==> config.mk <==
export PLATFORM = sky130hd
export DESIGN_NAME = dds_mc
export DESIGN_NICKNAME = d
export VERILOG_FILES = /design/src/rtl/dds_pkg.sv /design/src/rtl/dds_ch.sv /design/src/rtl/dds_mc.sv
export SDC_FILE = /design/constraint.sdc
export NUM_CORES = 1
export LEC_CHECK = 0
export ABC_CLOCK_PERIOD_IN_PS = 21400
export BUFFER_PORTS_ARGS = -buffer_cell sky130_fd_sc_hd__buf_2
export CAP_MARGIN = 10
export CORE_MARGIN = 2
export CORE_UTILIZATION = 40
export CTS_CLUSTER_DIAMETER = 60
export DETAILED_ROUTE_END_ITERATION = 12
export PLACE_DENSITY = 0.52
export SLEW_MARGIN = 15
export SYNTH_ARGS = -nofsm -noshare
export SYNTH_HDL_FRONTEND = slang
export SYNTH_SLANG_ARGS = --single-unit
==> constraint.sdc <==
create_clock -name clk -period 21.4 [get_ports clk]
set_clock_uncertainty 0.2 [all_clocks]
set_input_delay 3.21 -clock clk [delete_from_list [all_inputs] [get_ports clk]]
set_output_delay 3.21 -clock clk [all_outputs]
set_load 0.05 [all_outputs]
==> src/rtl/dds_pkg.sv <==
// dds_pkg: shared enums for the multi-channel DDS (waveform mode, config select, control FSM state)
package dds_pkg;
  typedef enum logic [1:0] {PULSE, SAW, TRI, SQUARE} mode_e;
  typedef enum logic [1:0] {SEL_TUNE, SEL_OFFSET, SEL_DUTY, SEL_MODE} sel_e;
  typedef enum logic {IDLE, APPLY} state_e;
endpackage

==> src/rtl/dds_ch.sv <==
// dds_ch: one DDS channel with shadow/active config, phase accumulator, offset, waveform shaper, output register
// Ports: clk/rst; en advances the accumulator; wr_en/wr_sel/wr_data write a shadow register;
// apply copies shadow to active; clr (with apply) zeroes the accumulator; sig is the shaped sample; wrap pulses on overflow.
module dds_ch import dds_pkg::*; #(
  parameter int BITWIDTH = 32,
  parameter int TUNE_WIDTH = 16,
  parameter int PA_WIDTH = 23,
  parameter int PA_OUT_WIDTH = 14
) (
  input  logic                  clk,
  input  logic                  rst,
  input  logic                  en,
  input  logic                  wr_en,
  input  sel_e                  wr_sel,
  input  logic [TUNE_WIDTH-1:0] wr_data,
  input  logic                  apply,
  input  logic                  clr,
  output logic [BITWIDTH-1:0]   sig,
  output logic                  wrap
);
  localparam int SH = BITWIDTH - PA_OUT_WIDTH;
  localparam logic [PA_OUT_WIDTH-1:0] DUTY_RST = PA_OUT_WIDTH'(1) << (PA_OUT_WIDTH - 1);
  logic [TUNE_WIDTH-1:0] sh_tune, tune;
  logic [PA_OUT_WIDTH-1:0] sh_off, off, sh_duty, duty, phase, tri_p;
  mode_e sh_mode, mode;
  logic [PA_WIDTH-1:0] acc;
  logic [PA_WIDTH:0] sum;
  logic [BITWIDTH-1:0] shaped;
  assign sum = {1'b0, acc} + (PA_WIDTH + 1)'(tune);
  assign phase = acc[PA_WIDTH-1 -: PA_OUT_WIDTH] + off;
  // fold the upper half of the phase back down so the ramp goes up then down
  assign tri_p = (phase[PA_OUT_WIDTH-1] ? ~phase : phase) << 1;
  always_comb
    shaped = mode == PULSE ? {BITWIDTH{phase < duty}} :
             mode == SAW   ? BITWIDTH'(phase) << SH :
             mode == TRI   ? BITWIDTH'(tri_p) << SH :
                             {BITWIDTH{~phase[PA_OUT_WIDTH-1]}};
  always_ff @(posedge clk or posedge rst)
    if (rst) begin
      sh_tune <= '0;
      sh_off <= '0;
      sh_duty <= DUTY_RST;
      sh_mode <= PULSE;
      tune <= '0;
      off <= '0;
      duty <= DUTY_RST;
      mode <= PULSE;
      acc <= '0;
      wrap <= 1'b0;
      sig <= '0;
    end else begin
      if (wr_en && wr_sel == SEL_TUNE) sh_tune <= wr_data;
      if (wr_en && wr_sel == SEL_OFFSET) sh_off <= wr_data[PA_OUT_WIDTH-1:0];
      if (wr_en && wr_sel == SEL_DUTY) sh_duty <= wr_data[PA_OUT_WIDTH-1:0];
      if (wr_en && wr_sel == SEL_MODE) sh_mode <= mode_e'(wr_data[1:0]);
      if (apply) begin
        tune <= sh_tune;
        off <= sh_off;
        duty <= sh_duty;
        mode <= sh_mode;
      end
      if (apply && clr) begin
        acc <= '0;
        wrap <= 1'b0;
      end else if (en) {wrap, acc} <= sum;
      else wrap <= 1'b0;
      sig <= shaped;
    end
endmodule

==> src/rtl/dds_mc.sv <==
// dds_mc: multi-channel DDS with shadowed configuration and atomic commit across all channels
// Ports: clk/RST; en advances all accumulators; cfg_valid/cfg_ready/cfg_ch/cfg_sel/cfg_data write shadow config;
// commit (qualified by cfg_ready) applies shadows, commit_clr also zeroes accumulators;
// sig_out packs channel samples, sig_valid flags samples from enabled cycles, wrap pulses per channel on overflow.
module dds_mc import dds_pkg::*; #(
  parameter int NUM_CH = 4,
  parameter int BITWIDTH = 32,
  parameter int TUNE_WIDTH = 16,
  parameter int PA_WIDTH = 23,
  parameter int PA_OUT_WIDTH = 14,
  localparam int CW = NUM_CH > 1 ? $clog2(NUM_CH) : 1
) (
  input  logic                         clk,
  input  logic                         RST,
  input  logic                         en,
  input  logic                         cfg_valid,
  output logic                         cfg_ready,
  input  logic [CW-1:0]                cfg_ch,
  input  logic [1:0]                   cfg_sel,
  input  logic [TUNE_WIDTH-1:0]        cfg_data,
  input  logic                         commit,
  input  logic                         commit_clr,
  output logic [NUM_CH*BITWIDTH-1:0]   sig_out,
  output logic                         sig_valid,
  output logic [NUM_CH-1:0]            wrap
);
  state_e state, next;
  logic clr_q, v1, wr;
  assign wr = cfg_valid && cfg_ready;
  always_comb next = state == IDLE && commit && cfg_ready ? APPLY : IDLE;
  // cfg_ready is registered so it stays low during reset and rises one edge after release
  always_ff @(posedge clk or posedge RST)
    if (RST) begin
      state <= IDLE;
      cfg_ready <= 1'b0;
      clr_q <= 1'b0;
      v1 <= 1'b0;
      sig_valid <= 1'b0;
    end else begin
      state <= next;
      cfg_ready <= next == IDLE;
      if (commit && cfg_ready) clr_q <= commit_clr;
      v1 <= en;
      sig_valid <= v1;
    end
  for (genvar i = 0; i < NUM_CH; i++) begin : g_ch
    dds_ch #(
      .BITWIDTH(BITWIDTH),
      .TUNE_WIDTH(TUNE_WIDTH),
      .PA_WIDTH(PA_WIDTH),
      .PA_OUT_WIDTH(PA_OUT_WIDTH)
    ) u_ch (
      .clk(clk),
      .rst(RST),
      .en(en),
      .wr_en(wr && cfg_ch == CW'(i)),
      .wr_sel(sel_e'(cfg_sel)),
      .wr_data(cfg_data),
      .apply(state == APPLY),
      .clr(clr_q),
      .sig(sig_out[i*BITWIDTH +: BITWIDTH]),
      .wrap(wrap[i])
    );
  end
endmodule

==> reports/qor.yml, run 1 <==
outcome:
  outcome: "completed"
timing:
  worstMarginPinSlew_ps: 1090
  finalHoldViolCount: 0
  fin_ws_ps: 16150
  max_freq_mhz: 191
  setup_viol: 0
  period_share_pct: 24.5
  slew_viol_final: 0
  relSlewSlack_pct: 27.5
  period_needed_ps: 5250
  rsz0062_at_grt: "no"
  tns_ps: 0
routing:
  routed_wirelength_mm: 67.9
  drt_first_pass_iters: 5
  drtAntennaViolNets: 0
  drt-met1-wl_mm: 31.9
  drtIter0Drc: 1203
  wl_met2_mm: 31.3
  route.met3.wl_mm: 3.03
  wl_per_cell_microns: 19.4
  routed_via_density: 5.29
  routed-via-count: 18555
  maxUsedRoutingLayer: "met5"
  drc: 0
synthesis:
  ys_types: 77
  syn_nets: 2664
  synth-seq-area-share_pct: 47.8
  syn_avg_cell_area_sq_um: 11.3
  synth_area_sq_mm: 0.0277
  yosysWarningCount: 0
  synth_cells: 2462
  ys_seq_elements: 529
  ys.flop_type: "dfrtp_1"
  async_flop_share_pct: 100
  synth_edf_count: 0
min_path:
  min_path_type: "reg -> reg"
  min_from: "v1$_DFF_PP0_"
clock_tree:
  post_cts_buffers: 0
  cts_htree_levels: 2
  clock-sinks: 529
  clock_tree.root_cell: "clkbuf_16"
  cts_tree: "yes"
  cts_buffers: 61
  post_cts_resized: 0
  clk_latency_ps: 630
  ctsHoldBuffers: 0
  clock_path_buffers: 3
  clkTransAtPathRegs_ps: 60
worst_setup_path:
  cp-start-kind: "flop"
  critPathCaptureType: "flop"
  crit_fanout: 22
  worstSetupStartpoint: "g_ch[3].u_ch.acc[17]$_DFFE_PP0P_"
  worst-setup-path-type: "reg -> reg"
  crit_arrival_ps: 5610
  rr_startpoint: "g_ch[3].u_ch.acc[17]$_DFFE_PP0P_"
  worstPathRequired_ps: 21770
global_route:
  grtUsageTotal_pct: 19.2
  grt_pass1_wl_mm: 107
  grt_start_max_net_pins: 213
  overflow: 0
  antenna_found_initial: 10
  grt_pass1_vias: 18544
placement:
  place_area_sq_mm: 0.0289
  pre_cts_slack_ps: 15180
  finalWeightedCongestion: 0.804
  dp_cells: 3392
  portBuffers: 159
  dp_hpwl_mm: 44.0
finish:
  fillers: 6415
  seq_area_sq_mm: 0.0133
  nets: 2726
  fin_area_sq_mm: 0.0310
  multi_input_area_sq_mm: 0.0132
  final_cells: 3508
  drive_above_1_share_pct: 24.7
  area_growth_pct: 11.7
die:
  die_w_microns: 267
  num_rows: 96
  io_pins: 160
  start_util_pct: 40.4
  die_h_microns: 267
  die_area_sq_mm: 0.0714
  core_area_sq_mm: 0.0686
pwr:
  p_int_w: 0.00297
  leakage_nw: 14.5
  p_per_area_mw_per_mm2: 168
  seqPwrFrac_pct: 30.1
  clockPowerShare_pct: 20.5
  total_power_w: 0.00520
  p_sw_w: 0.00222
  vdd_drop_max_uv: 140
  swShare_pct: 42.8
  combPwrFrac_pct: 49.5
flow_run:
  max_cap_viol_count: 0
## per-stage QoR
stage,hold WS [ps],util [%]
4_1_cts,207,45.1
3_5_place_dp,194,42.1
5_1_grt,220,45.1
6_report,189,45.1
3_3_place_gp,202,42.1
2_1_floorplan,131,-
## Yosys cell counts, types with 17 or more instances
library cell | instances | area (sq um)
a211oi_1 | 22 | 165
nor3_1 | 41 | 205
mux2i_1 | 74 | 741
inv_1 | 91 | 342
ha_1 | 168 | 2100
o21a_1 | 19 | 143
o21ai_0 | 106 | 531
a21oi_1 | 103 | 515
a21o_1 | 49 | 368
nand2_1 | 162 | 608
o211ai_1 | 25 | 188
clkbuf_1 | 87 | 327
o2111ai_1 | 26 | 228
buf_4 | 73 | 548
mux2_2 | 320 | 3600
nor2_1 | 155 | 582
o21bai_1 | 17 | 128
xnor2_1 | 74 | 648
dfrtp_1 | 521 | 13000
nand4_1 | 20 | 125
nand2b_1 | 19 | 119
nand3_1 | 28 | 140
xor2_1 | 45 | 394
## cells by family after synthesis
logic type	Yosys count	share of synthesized area (%)
flops	529	47.8
simple gates	510	8.49
compound gates	465	11.2
mux	397	15.8
buf+inv	265	4.65
fa+ha+maj	176	8.16
xor+xnor	120	3.82
## path summary, 6_finish.rpt
kind | to | slack, ps | depth (start not counted)
worst max register to register | g_ch[3].u_ch.sig[18]$_DFF_PP0_ | 16150 | 15
max in group asynchronous | g_ch[0].u_ch.sh_duty[7]$_DFFE_PP0P_ | 16300 | 4
min in group asynchronous | g_ch[1].u_ch.mode[1]$_DFFE_PP0P_ | 2570 | 2
worst max-delay path | g_ch[3].u_ch.sig[18]$_DFF_PP0_ | 16150 | 15
worst min-delay path | sig_valid$_DFF_PP0_ | 190 | 0
worst min register to register | sig_valid$_DFF_PP0_ | 190 | 0
## critical path, stage by stage, from the launching register on
cell and delay, ps:
dfrtp_1 440, ha_1 380, a21oi_1 240, o21ai_0 150, or3_1 320, nor3_1 280, o21ai_0 180, nand3_1 590
inv_1 180, ha_1 340, and4_1 190, a2111oi_0 400, nand2_1 100, a21oi_1 840, nand2b_1 230, a21o_1 100
## flip-flops by register name, summed over array words and instances, names as in the netlist
signal and flops:
cfg_ready 1, clr_q 1, g_ch.u_ch.acc 92, g_ch.u_ch.duty 56, g_ch.u_ch.mode 8, g_ch.u_ch.off 56, g_ch.u_ch.sh_duty 56, g_ch.u_ch.sh_mode 8
g_ch.u_ch.sh_off 56, g_ch.u_ch.sh_tune 64, g_ch.u_ch.sig 60, g_ch.u_ch.tune 64, g_ch.u_ch.wrap 4, sig_valid 1, state 1, v1 1
## layout make-up
cell class                 count  area share [%]
clock buffer                  90            5.87
sequential                   529            42.8
timing repair buffer         172            2.99
clock inverter                25           0.832
inverter                      92            1.14
antenna                        1         0.00808
tap                          931            3.76
multi-input combinational   1668            42.6
## power by group through the flow
stage | Combinational, W | Sequential (W) | Clock (W)
3_5_place_dp | 0.00257 | 0.00158 | 0
2_1_floorplan | 0.00192 | 0.00172 | 0
6_report | 0.00257 | 0.00156 | 0.00106
4_1_cts | 0.00258 | 0.00157 | 0.00110
5_1_grt | 0.00284 | 0.00161 | 0.00114
3_3_place_gp | 0.00252 | 0.00157 | 0
## cells in the final DEF (no fill, tap or decap), types with 25 or more instances in the layout
master / synthesis / layout
dfrtp_1: 521 / 520
xnor2_1: 74 / 74
xor2_1: 45 / 45
a21oi_1: 103 / 103
mux2i_1: 74 / 74
inv_1: 91 / 90
nor2_1: 155 / 154
ha_1: 168 / 168
buf_2: 9 / 158
nor3_1: 41 / 41
o21ai_0: 106 / 106
mux2_2: 320 / 320
a21o_1: 49 / 49
clkbuf_16: 0 / 63
o2111ai_1: 26 / 26
nand2_1: 162 / 162
o211ai_1: 25 / 25
nand3_1: 28 / 28
## routing by layer
layer	GRT usage, %	vias to the layer above
met5	0	-
met4	5.19	4
met3	3.55	102
met2	30.9	313
met1	26.6	9317
li1	-	8819
(Power assumes the default switching activity.)
==> run 2: changes to the inputs <==
ABC_CLOCK_PERIOD_IN_PS = 5250   (was 21400)
clock period = 5.25 ns   (was 21.4 ns; I/O delays follow)
==> run 2 against run 1 <==
- worst hold slack got worse by 65 ps
- non-clock buffer count up 10
- sequential power increased to 4.1 times the previous value
- largest cell class unchanged
- critical path depth decreased by 1
- global-route usage fell by 0.11 points
- worst setup slack got worse by 15000 ps
- largest power group unchanged
- highest routed layer unchanged
- total power rose to 4.1 times the previous value
- combinational power increased to 4.1 times the previous value
- first-iteration DRC count increased by 0.75%
- wire length barely moved
==> reports/qor.yml, run 2 (same netlist as run 1, synthesis figures left out) <==
clock_tree:
  clk_latency_ps: 640
  cts_tree: "yes"
  clkTransAtPathRegs_ps: 60
  clock-sinks: 529
  post_cts_resized: 0
  cts_htree_levels: 2
  ctsHoldBuffers: 0
  clock_tree.root_cell: "clkbuf_16"
  post_cts_buffers: 0
  cts_buffers: 60
  clock_path_buffers: 3
finish:
  final_common_cell: "dfrtp_1"
  seq_area_sq_mm: 0.0133
  final_cell_mix: "dfrtp_1 (520), mux2_2 (320), ha_1 (168)"
  num_antenna_cells: 0
  final_core_util_pct: 45.3
  final_cells: 3512
  largest_reg_flops: 92
  regMostFlops: "g_ch.u_ch.acc"
  nets: 2735
  drive_above_1_share_pct: 25.1
  area_growth_pct: 12.2
  multi_input_area_sq_mm: 0.0132
  largest_registers: "g_ch.u_ch.acc: 92 flops, g_ch.u_ch.sh_tune: 64 flops, g_ch.u_ch.tune: 64 flops"
  fillers: 6361
placement:
  portBuffers: 159
  pre_cts_slack_ps: 719
  finalWeightedCongestion: 0.839
  dp_hpwl_mm: 44.6
  dp_cells: 3402
timing:
  fin_ws_ps: 728
  max_freq_mhz: 221
  worstMarginPinSlew_ps: 1030
  setup_viol: 0
  whs_ps: 124
  finalHoldViolCount: 0
  rsz0062_at_grt: "no"
  period_share_pct: 86.1
  period_needed_ps: 4520
  tns_ps: 0
  slew_viol_final: 0
  relSlewSlack_pct: 31.0
worst_setup_path:
  rr_worst_depth: 14
  worstPathRequired_ps: 5560
  crit_fanout: 9
  critPathCaptureType: "flop"
  reg2reg_to: "g_ch[2].u_ch.sig[19]$_DFF_PP0_"
  cp-start-kind: "flop"
  crit_arrival_ps: 4840
  setup.reg_to_reg.worst_slack_ps: 730
  rr_startpoint: "g_ch[2].u_ch.acc[9]$_DFFE_PP0P_"
  worst-setup-path-type: "reg -> reg"
global_route:
  grt_start_max_net_pins: 176
  grtUsageTotal_pct: 19.1
  overflow: 0
  antenna_found_initial: 10
  grt_pass1_wl_mm: 106
  grt_pass1_vias: 18409
die:
  core_area_sq_mm: 0.0686
  die_area_sq_mm: 0.0714
  io_pins: 160
  num_rows: 96
  start_util_pct: 40.4
  die_h_microns: 267
  die_w_microns: 267
routing:
  drtIter0Drc: 1212
  routed_wirelength_mm: 67.9
  routed_via_density: 5.27
  routed-via-count: 18499
  drtAntennaViolNets: 0
  drt_first_pass_iters: 5
  drc: 0
  wl_per_cell_microns: 19.3
pwr:
  vdd_drop_max_uv: 536
  p_per_area_mw_per_mm2: 685
  leakage_nw: 14.6
min_path:
  min_path_type: "in -> async"
flow_run:
  max_cap_viol_count: 0
outcome:
  outcome: "completed"
-- run 2: cell count changes in the layout (fill, tap and decap cells not counted), sizes merged --
cell      previous run  this run
buf                172       182
diode                1         0
clkbuf              90        80
inv                 93        91
clkinv              16        19
clkinvlp             4         3
bufinv               4         9
-- run 2: power breakdown --
group	total [W]	leakage [nW]	switching, W	internal, W
Sequential	0.00637	6.60	0.000868	0.00551
Clock	0.00443	1.04	0.00173	0.00270
Combinational	0.0105	6.94	0.00644	0.00405
-- run 2: how the worst max path moves through the flow --
stage	start	slack [ps]	cells past startpoint	end
after global routing	g_ch[2].u_ch.acc[9]$_DFFE_PP0P_	490	14	g_ch[2].u_ch.sig[19]$_DFF_PP0_
after detailed placement	g_ch[1].u_ch.acc[9]$_DFFE_PP0P_	720	16	g_ch[1].u_ch.sig[19]$_DFF_PP0_
final	g_ch[2].u_ch.acc[9]$_DFFE_PP0P_	730	14	g_ch[2].u_ch.sig[19]$_DFF_PP0_
after global placement	g_ch[1].u_ch.acc[9]$_DFFE_PP0P_	770	16	g_ch[1].u_ch.sig[19]$_DFF_PP0_
after floorplan	RST	-2920	1	cfg_ready$_DFF_PP0_
after CTS	g_ch[1].u_ch.acc[9]$_DFFE_PP0P_	680	16	g_ch[1].u_ch.sig[19]$_DFF_PP0_
-- run 2: through the flow --
stage | total power [W] | instance area [sq um]
after global routing | 0.0229 | 31100
after floorplan | 0.0148 | 27700
after global placement | 0.0167 | 29000
after detailed placement | 0.0170 | 29000
after CTS | 0.0215 | 31100
final | 0.0213 | 31100
-- run 2: layer usage --
| layer | wire [microns] | track usage, % |
|---|---|---|
| met5 | 23 | 0 |
| met2 | 31300 | 30.8 |
| met3 | 2640 | 2.91 |
| met1 | 32400 | 26.9 |
| met4 | 1580 | 5.07 |
-- run 2: cell type report --
cell class,count,area share (%)
timing repair buffer,182,3.32
tap,931,3.75
clock buffer,80,5.46
sequential,529,42.6
multi-input combinational,1668,42.4
clock inverter,30,1.28
inverter,92,1.12
-- run 2: worst max-delay path, stage by stage, from the launching register on --
cell      delay [ps]
dfrtp_1          410
ha_1             240
fa_1             400
a21o_1           190
a21oi_1          290
o21a_1           210
nor4_1            90
o31a_1           300
o31a_1           280
ha_1             300
and4_1           220
o211ai_1         120
o31ai_2          630
o21ai_0          200
a211o_1          310
==> run 3: changes to the inputs <==
ABC_CLOCK_PERIOD_IN_PS = 5150   (was 5250)
clock period = 5.15 ns   (was 5.25 ns; I/O delays follow)
==> run 3 against run 2 <==
- via count is 0.98% higher
- sequential power is 2% higher
- non-clock buffer count stayed put
- clock power is 4% higher
- cell count hardly changed
- sequential share of layout area is 0.082 points lower
- total power is 2.4% higher
- register-to-register slack worse by 20 ps
- critical endpoint unchanged
==> reports/qor.yml, run 3 (same netlist as run 1, synthesis figures left out) <==
outcome:
  outcome: "completed"
finish:
  final_core_util_pct: 45.4
  largest_registers: "g_ch.u_ch.acc: 92 flops, g_ch.u_ch.sh_tune: 64 flops, g_ch.u_ch.tune: 64 flops"
  fin_area_sq_mm: 0.0312
  final_cell_mix: "dfrtp_1 (520), mux2_2 (320), ha_1 (168)"
  num_antenna_cells: 0
  final_cells: 3515
  drive_above_1_share_pct: 25.1
  regMostFlops: "g_ch.u_ch.acc"
  nets: 2736
  final_common_cell: "dfrtp_1"
  largest_reg_flops: 92
  area_growth_pct: 12.4
die:
  start_util_pct: 40.4
  die_area_sq_mm: 0.0714
  die_h_microns: 267
  die_w_microns: 267
  core_area_sq_mm: 0.0686
  io_pins: 160
  num_rows: 96
routing:
  drt_first_pass_iters: 6
  drtAntennaViolNets: 0
  routed_via_density: 5.31
  drc: 0
  drtIter0Drc: 1193
  wl_per_cell_microns: 19.5
  routed-via-count: 18680
  routed_wirelength_mm: 68.5
worst_setup_path:
  critPathCaptureType: "flop"
  setup.reg_to_reg.worst_slack_ps: 710
  cp_top_family: "compound AO/OA/AOI/OAI gates"
  cp_num_buf_inv: 0
  cp_cell_sequence: "ha_1 > fa_1 > a21o_1 > a21oi_1 > o21a_1 > nor4_1 > o31a_1 > o31a_1 > ha_1 > and4_1 > o211ai_1 > o31ai_2 > o21ai_0 > a211o_1"
  worst-setup-path-type: "reg -> reg"
  slowest_delay_ps: 530
  crit_path_top_delay_cell: "o31ai_2"
  cp-start-kind: "flop"
  crit_arrival_ps: 4750
  worstPathRequired_ps: 5450
  crit_fanout: 8
global_route:
  grtUsageTotal_pct: 19.3
  overflow: 0
  antenna_found_initial: 11
  grt_pass1_vias: 18900
  grt_pass1_wl_mm: 108
  grt_start_max_net_pins: 183
timing:
  worstMarginPinSlew_ps: 1000
  period_share_pct: 86.3
  finalHoldViolCount: 0
  setup_viol: 0
  period_needed_ps: 4440
  whs_ps: 142
  rsz0062_at_grt: "no"
  relSlewSlack_pct: 32.9
  tns_ps: 0
  slew_viol_final: 0
  max_freq_mhz: 225
pwr:
  p_per_area_mw_per_mm2: 700
  vdd_drop_max_uv: 528
  leakage_nw: 14.6
clock_tree:
  clock_path_buffers: 3
  cts_tree: "yes"
  ctsHoldBuffers: 0
  clock-sinks: 529
  clock_tree.root_cell: "clkbuf_16"
  clkTransAtPathRegs_ps: 60
  cts_htree_levels: 2
  post_cts_resized: 0
  clk_latency_ps: 640
  cts_buffers: 61
  post_cts_buffers: 0
placement:
  dp_hpwl_mm: 45.3
  finalWeightedCongestion: 0.857
  dp_cells: 3402
  place_area_sq_mm: 0.0290
  portBuffers: 159
flow_run:
  max_cap_viol_count: 0
min_path:
  min_path_type: "in -> async"
==> run 3: cell types whose count changed in the layout (fill, tap and decap cells not counted), sizes merged <==
| cell | delta |
|---|---|
| clkinvlp | +5 |
| clkbuf | +5 |
| clkinv | -6 |
| bufinv | -1 |
==> run 3: area by class of cell <==
type | count | area (sq um)
clock inverters | 28 | 369
fillers | 6300 | 37400
inverters | 92 | 349
multi-input cells | 1668 | 13200
clock buffers | 85 | 1790
well taps | 931 | 1160
flip-flops and latches | 529 | 13300
repair buffers | 182 | 1030
==> run 3: routing by layer <==
layer  GRT usage (%)  wire [microns]  part of all wire [%]
met5               0              23                 0.034
met2            31.5           32000                    47
met4            5.39            1700                   2.5
met3            3.12            2960                   4.3
met1            26.6           31800                    46
==> run 3: final timing paths <==
kind	from	end	cells after the start
setup / recovery	g_ch[2].u_ch.acc[9]$_DFFE_PP0P_	g_ch[2].u_ch.sig[19]$_DFF_PP0_	14
hold / removal	RST	g_ch[1].u_ch.duty[5]$_DFFE_PP0P_	2
min in group clk	v1$_DFF_PP0_	sig_valid$_DFF_PP0_	0
hold reg to reg	v1$_DFF_PP0_	sig_valid$_DFF_PP0_	0
max in group asynchronous	RST	state$_DFF_PP0_	3
setup reg to reg	g_ch[2].u_ch.acc[9]$_DFFE_PP0P_	g_ch[2].u_ch.sig[19]$_DFF_PP0_	14
==> run 3: power by group <==
group | internal, W | total, W | leakage, nW | switching, W
Combinational | 0.00413 | 0.0107 | 6.94 | 0.00659
Sequential | 0.00561 | 0.00650 | 6.60 | 0.000889
Clock | 0.00281 | 0.00459 | 1.05 | 0.00178
Total | 0.0126 | 0.0218 | 14.6 | 0.00925
==> run 3: metrics by stage <==
step	total power, W	setup slack [ps]
after global routing	0.0234	421
after detailed placement	0.0173	550
after global placement	0.0170	564
after floorplan	0.0151	-3010
after CTS	0.0220	487
final	0.0218	708
